### src/rtl/uart_rx_byte.sv
// rtl/uart_rx_byte.sv - 8N1 UART receiver with 16x oversampling, byte strobe and framing-error pulse
module uart_rx_byte #(
  parameter int CLK_FREQ_HZ = 100_000_000,
  parameter int BAUD_RATE   = 9600,
  parameter int OVERSAMPLE  = 16,
  parameter int DATA_BITS   = 8
) (
  input  logic                 clk_100MHz,
  input  logic                 reset_n,
  input  logic                 rx,
  output logic [DATA_BITS-1:0] data_out,
  output logic                 rx_done_tick,
  output logic                 frame_error,
  output logic                 busy
);

  // Clocks per oversample tick; must be at least 2.
  localparam int DIV   = CLK_FREQ_HZ / (BAUD_RATE * OVERSAMPLE);
  localparam int DIV_W = $clog2(DIV);
  localparam int N_W   = (DATA_BITS > 1) ? $clog2(DATA_BITS) : 1;

  localparam logic [DIV_W-1:0] DIV_LAST = DIV_W'(DIV - 1);
  localparam logic [N_W-1:0]   N_LAST   = N_W'(DATA_BITS - 1);

  typedef enum logic [2:0] {
    IDLE,
    START,
    DATA,
    STOP,
    WAIT_IDLE
  } state_t;

  state_t               state;
  logic                 rx_m;
  logic                 rx_s;
  logic [DIV_W-1:0]     div_cnt;
  logic                 tick;
  logic                 start_det;
  logic [3:0]           s_cnt;
  logic [N_W-1:0]       n_cnt;
  logic [DATA_BITS-1:0] shreg;

  assign tick      = (div_cnt == DIV_LAST);
  assign start_det = (state == IDLE) && !rx_s;

  // Two-flop synchronizer; the line idles high so both flops reset to 1.
  always_ff @(posedge clk_100MHz or negedge reset_n) begin
    if (!reset_n) begin
      rx_m <= 1'b1;
      rx_s <= 1'b1;
    end else begin
      rx_m <= rx;
      rx_s <= rx_m;
    end
  end

  // Oversample tick divider, restarted at the start edge so mid-bit sampling phase is fixed.
  always_ff @(posedge clk_100MHz or negedge reset_n) begin
    if (!reset_n) begin
      div_cnt <= '0;
    end else if (start_det || tick) begin
      div_cnt <= '0;
    end else begin
      div_cnt <= div_cnt + 1'b1;
    end
  end

  // Frame state machine with registered byte strobe, error pulse and busy flag.
  always_ff @(posedge clk_100MHz or negedge reset_n) begin
    if (!reset_n) begin
      state        <= IDLE;
      s_cnt        <= '0;
      n_cnt        <= '0;
      shreg        <= '0;
      data_out     <= '0;
      rx_done_tick <= 1'b0;
      frame_error  <= 1'b0;
      busy         <= 1'b0;
    end else begin
      rx_done_tick <= 1'b0;
      frame_error  <= 1'b0;
      case (state)
        IDLE: begin
          if (!rx_s) begin
            state <= START;
            s_cnt <= '0;
            busy  <= 1'b1;
          end
        end
        START: begin
          if (tick) begin
            if (s_cnt == 4'd7) begin
              if (!rx_s) begin
                state <= DATA;
                s_cnt <= '0;
                n_cnt <= '0;
              end else begin
                // Line was back high at mid start bit: a glitch, not a frame.
                state <= IDLE;
                busy  <= 1'b0;
              end
            end else begin
              s_cnt <= s_cnt + 1'b1;
            end
          end
        end
        DATA: begin
          if (tick) begin
            if (s_cnt == 4'd15) begin
              shreg <= {rx_s, shreg[DATA_BITS-1:1]};
              s_cnt <= '0;
              n_cnt <= n_cnt + 1'b1;
              if (n_cnt == N_LAST) begin
                state <= STOP;
              end
            end else begin
              s_cnt <= s_cnt + 1'b1;
            end
          end
        end
        STOP: begin
          if (tick) begin
            if (s_cnt == 4'd15) begin
              if (rx_s) begin
                data_out     <= shreg;
                rx_done_tick <= 1'b1;
                state        <= IDLE;
                busy         <= 1'b0;
              end else begin
                // Bad stop bit: drop the byte and wait out any break condition.
                frame_error <= 1'b1;
                state       <= WAIT_IDLE;
              end
            end else begin
              s_cnt <= s_cnt + 1'b1;
            end
          end
        end
        WAIT_IDLE: begin
          if (rx_s) begin
            state <= IDLE;
            busy  <= 1'b0;
          end
        end
        default: begin
          state <= IDLE;
          busy  <= 1'b0;
        end
      endcase
    end
  end

endmodule

### config.mk
export PLATFORM = sky130hd
export DESIGN_NAME = uart_rx_byte
export DESIGN_NICKNAME = d
export VERILOG_FILES = /design/src/rtl/uart_rx_byte.sv
export SDC_FILE = /design/constraint.sdc
export NUM_CORES = 1
export LEC_CHECK = 0
export CAP_MARGIN = 20
export CORE_MARGIN = 4
export CORE_UTILIZATION = 56
export DETAILED_ROUTE_END_ITERATION = 10
export PLACE_DENSITY = 0.76
export SYNTH_ARGS = -nofsm -noshare
export SYNTH_HDL_FRONTEND = slang
export SYNTH_SLANG_ARGS = --single-unit
### constraint.sdc
create_clock -name clk_100MHz -period 5 [get_ports clk_100MHz]
set_input_delay 1.5 -clock clk_100MHz [delete_from_list [all_inputs] [get_ports clk_100MHz]]
set_output_delay 1.5 -clock clk_100MHz [all_outputs]
set_load 0.01 [all_outputs]
==> summary.md <==
Yosys mapped the design onto 47 distinct sky130hd cell types. The share of the synthesized area in the top cell type works out to 0.4872. After synthesis, the largest family of logic cells by area is simple AND/OR/NAND/NOR gates. For the number of nets in the final layout, the log shows 182.

In this design, the stage delay of the slowest critical-path cell is 540 ps. Entering global routing, the biggest net connects 42 pins. The die span in y is 67.81 µm.

The total length of routed wires came out at 3.275 mm. The cell area after synthesis came out at 2003 µm². The worst relative slew slack was 0.4222; the routed wire length per instance was 14.82 µm. The slowest cell on the critical path is sky130_fd_sc_hd__clkdlybuf4s50_1.

In the synthesized netlist, the cells that appear most often are sky130_fd_sc_hd__dfrtp_1 (39), sky130_fd_sc_hd__nor2_1 (17), sky130_fd_sc_hd__mux2_2 (10). The endpoint of the worst-slack reg-to-reg timing path is data_out[5]. The final critical-path required period was 2755 ps.

CTS built an H-tree with a depth of 2. The first global-routing pass estimated 5.851 mm of wire. The tools report the max-cap violation count as 0.

Gate family responsible for the most delay along the worst path: buffers and inverters. The first TritonRoute pass finished after 4 iterations. The buffering stage count on the worst path with inverters included was 1; the summed negative setup slack over all endpoints was 0 ps. In this run the horizontal extent of the chip is 67.81 µm. The tools report the number of buffers inserted to repair setup after CTS as 0.

For the max-slew violation total from the final report, the log shows 0. In this run, post-CTS repair resized a total of 0 instances. The setup path with the least slack is of type flip-flop to primary output. 0 antenna diodes ended up in the layout. The sequential cell area fraction in the yosys report is 0.5134, and the cell row count is 21. The initial standard-cell utilization of the core is 0.5910. The clock sink count is 41, and the vias after detailed routing is 1271. At the worst endpoint, the arrival time is 1250 ps. The number of global-route vias before repair is 1287, and the die area is 4598 µm².

The clock transition at the register clock pins on the worst setup and hold paths after CTS is 130 ps, and the net switching component of the power is 0.1132 mW. The final critical-path share of the clock period was 0.5510; the final weighted congestion of routability-driven global placement was 0.8079. The register cell area after layout is 1028 µm². The actual slew at the worst max-slew pin came out at 866.7 ps. The synthesized area divided by synthesized cell count works out to 12.52 µm².

STA puts the critical path data required time at 3500 ps. For the largest vdd supply drop, the log shows 0.1837 mV. Setup repair after global routing left no endpoint under its margin. For this run, design rule violations remaining after detail routing come to 0. For the residual overflow from global routing, the log shows 0. Setup violations remaining at the end of the flow were counted as 0. The path with the worst hold slack has its endpoint at rx_s.

The switching portion of total power works out to 0.2045. In the synthesized netlist, the number of instances is 160. The share of the synthesized area in compound gates (AO/OA/AOI/OAI) was 0.07245; the multiplexer area fraction after synthesis was 0.1218. The overall routing resource usage is 0.1670. Measured in cells, the most critical reg-to-reg path has a length of 4. The run gives 0.4404 mW as the design internal power.

The total of buffers placed on input and output ports was 13. The worst register-to-register path begins at div_cnt[2]. The run gives 1.039 nW as the leakage dissipation. The final count of hold timing violations was 0; the post-synthesis net count was 168. The worst hold margin came out at 380.0 ps.

Sorting the synthesized cells by area gives the leading types as sky130_fd_sc_hd__dfrtp_1 (49%), sky130_fd_sc_hd__mux2_4 (6.0%), sky130_fd_sc_hd__mux2_2 (5.6%), sky130_fd_sc_hd__nor2_1 (3.2%), sky130_fd_sc_hd__ha_1 (3.1%). The tools report the fill cell instance count of the final layout as 261. Setup slack of the worst register-to-register path: 2830 ps.

The simple-gate share of the synthesized area came out at 0.1793. In this run, synthesis inferred 0 flip-flops with an integrated enable. After clock tree synthesis, the flow added hold-fix buffers numbering 0. Hold path startpoint: rx_m. For the initial antenna violation count, the log shows 0.

Detailed placement finished with a half-perimeter wire length of 2.293 mm. Biggest fanout along the worst timing path: 3. STA classifies the critical path startpoint as a flip-flop.

In this run the worst hold path is classified as flip-flop to flip-flop. Counting the buffers created by CTS gives 5. The clock reaches the later pin of the worst-skew pair after 340 ps. The via density per instance was 5.751; the top achievable clock speed was 363.0 MHz. Counting instances, the worst hold path has a depth of 0. The power density of the placed cells works out to 251.5 nW/µm².

Between clock sinks in the finished design, the worst skew comes to 12.89 ps. The fraction of power consumed by combinational cells was 0.015. Prevailing post-synth register cell: sky130_fd_sc_hd__dfrtp_1. The signal on the critical path passes through clkdlybuf4s50_1. The number of nets still failing antenna checks after routing is 0, and the number of buffers on the longest clock path is 2.

The synthesis-to-finish area growth is 9.869%. Number of storage elements in the synthesis netlist: 41. The placeable core region came out at 3390 µm². The proportion of register bits with asynchronous set or reset after synthesis came out at 1.000. The synthesized design spends more area on one cell type than any other, namely sky130_fd_sc_hd__dfrtp_1. The tools report the proportion of power drawn by the clock network as 0.382. Among all cell types in the netlist, the one instantiated most often is sky130_fd_sc_hd__dfrtp_1. The tools report the multi-input logic area as 890.9 µm². The flow ran to the end, and the final reports show no timing, DRC or antenna violations. The tree is rooted in a sky130_fd_sc_hd__clkbuf_4. Xor-xnor portion of the synthesized cell area: 0.03498. The final core utilization was 0.6493. STA classifies the critical path endpoint as a primary output. TritonCTS built the clock tree. 14 I/O pins were placed. The share of total power in sequential cells was 0.603.

The violation count after the first detailed-routing iteration was 58; the proportion of layout cells with a drive suffix above 1 was 0.2057. Yosys printed 0 warnings. The adder-cell share of the synthesized area came out at 0.03623.
## state kept, by name (all words and copies together) (netlist names)
register      flops
n_cnt             3
div_cnt          10
rx_s              1
data_out          8
state             3
rx_m              1
s_cnt             4
frame_error       1
busy              1
shreg             8
rx_done_tick      1
## metrics by stage
step           total power [mW]  setup slack [ps]  std cells  instance area [µm²]
6_report                 0.5536              2245        221                 2201
5_1_grt                  0.5785              2179        221                 2201
4_1_cts                  0.5627              2213        221                 2201
3_5_place_dp             0.3494              2601        213                 2117
3_3_place_gp             0.3491              2621        213                 2117
2_1_floorplan            0.3412              2961        160                 2003
## cell families after synthesis
| kind of cell | Yosys count |
|---|---|
| DFF | 41 |
| adders and majority gates | 6 |
| muxes | 19 |
| AOI/OAI and AO/OA | 18 |
| and+or+nand+nor | 58 |
| buffers and inverters | 10 |
| xor gates and xnor gates | 8 |
## how the worst max path moves through the flow
stage                            from          end  slack, ps  depth (start not counted)
final                            busy         busy       2250                          1
after global routing             busy         busy       2180                          1
after CTS                 data_out[6]  data_out[6]       2210                          1
after detailed placement         busy         busy       2600                          1
after global placement           busy         busy       2620                          1
after floorplan            div_cnt[4]  data_out[0]       2960                          5
## cells in the final DEF, fill, tap and decap left out, types with 2 or more instances in the layout
cell type / instances
sky130_fd_sc_hd__nor4_1: 3
sky130_fd_sc_hd__inv_1: 4
sky130_fd_sc_hd__dfstp_2: 2
sky130_fd_sc_hd__a31oi_1: 2
sky130_fd_sc_hd__clkbuf_4: 5
sky130_fd_sc_hd__dfrtp_1: 39
sky130_fd_sc_hd__ha_1: 5
sky130_fd_sc_hd__clkdlybuf4s50_1: 12
sky130_fd_sc_hd__nand2b_1: 3
sky130_fd_sc_hd__mux2_2: 10
sky130_fd_sc_hd__and4_1: 2
sky130_fd_sc_hd__xnor2_1: 6
sky130_fd_sc_hd__nor3_1: 4
sky130_fd_sc_hd__nor2_1: 17
sky130_fd_sc_hd__a41oi_1: 2
sky130_fd_sc_hd__mux2_4: 8
sky130_fd_sc_hd__nand2_1: 8
sky130_fd_sc_hd__nand4_1: 2
sky130_fd_sc_hd__xor2_1: 2
sky130_fd_sc_hd__a22o_1: 4
sky130_fd_sc_hd__nand3_1: 8
## area by class of cell
class / instances / share of cell area
sequential: 41 / 0.4673
inverter: 4 / 0.006822
multi-input combinational: 109 / 0.4048
clock buffer: 5 / 0.01706
timing repair buffer: 13 / 0.05685
tap: 46 / 0.02615
clock inverter: 3 / 0.02103
## power by group through the flow
stage	clock (mW)	combinational, mW	sequential (mW)
6_report	0.211	0.00840	0.334
3_3_place_gp	0	0.00884	0.340
3_5_place_dp	0	0.00902	0.340
5_1_grt	0.234	0.0101	0.334
4_1_cts	0.220	0.00901	0.334
2_1_floorplan	0	0.00124	0.340
## layer usage
metal  routed length [µm]  GRT usage  share of wire  vias up
met4                   15    0.04963         0.0046        0
met3                  183    0.04105          0.056        2
met2                 1634     0.2843           0.50       35
met5                    0          0              0        -
met1                 1441     0.2107           0.44      621
li1                     -          -              -      613
(Power assumes the default switching activity.)
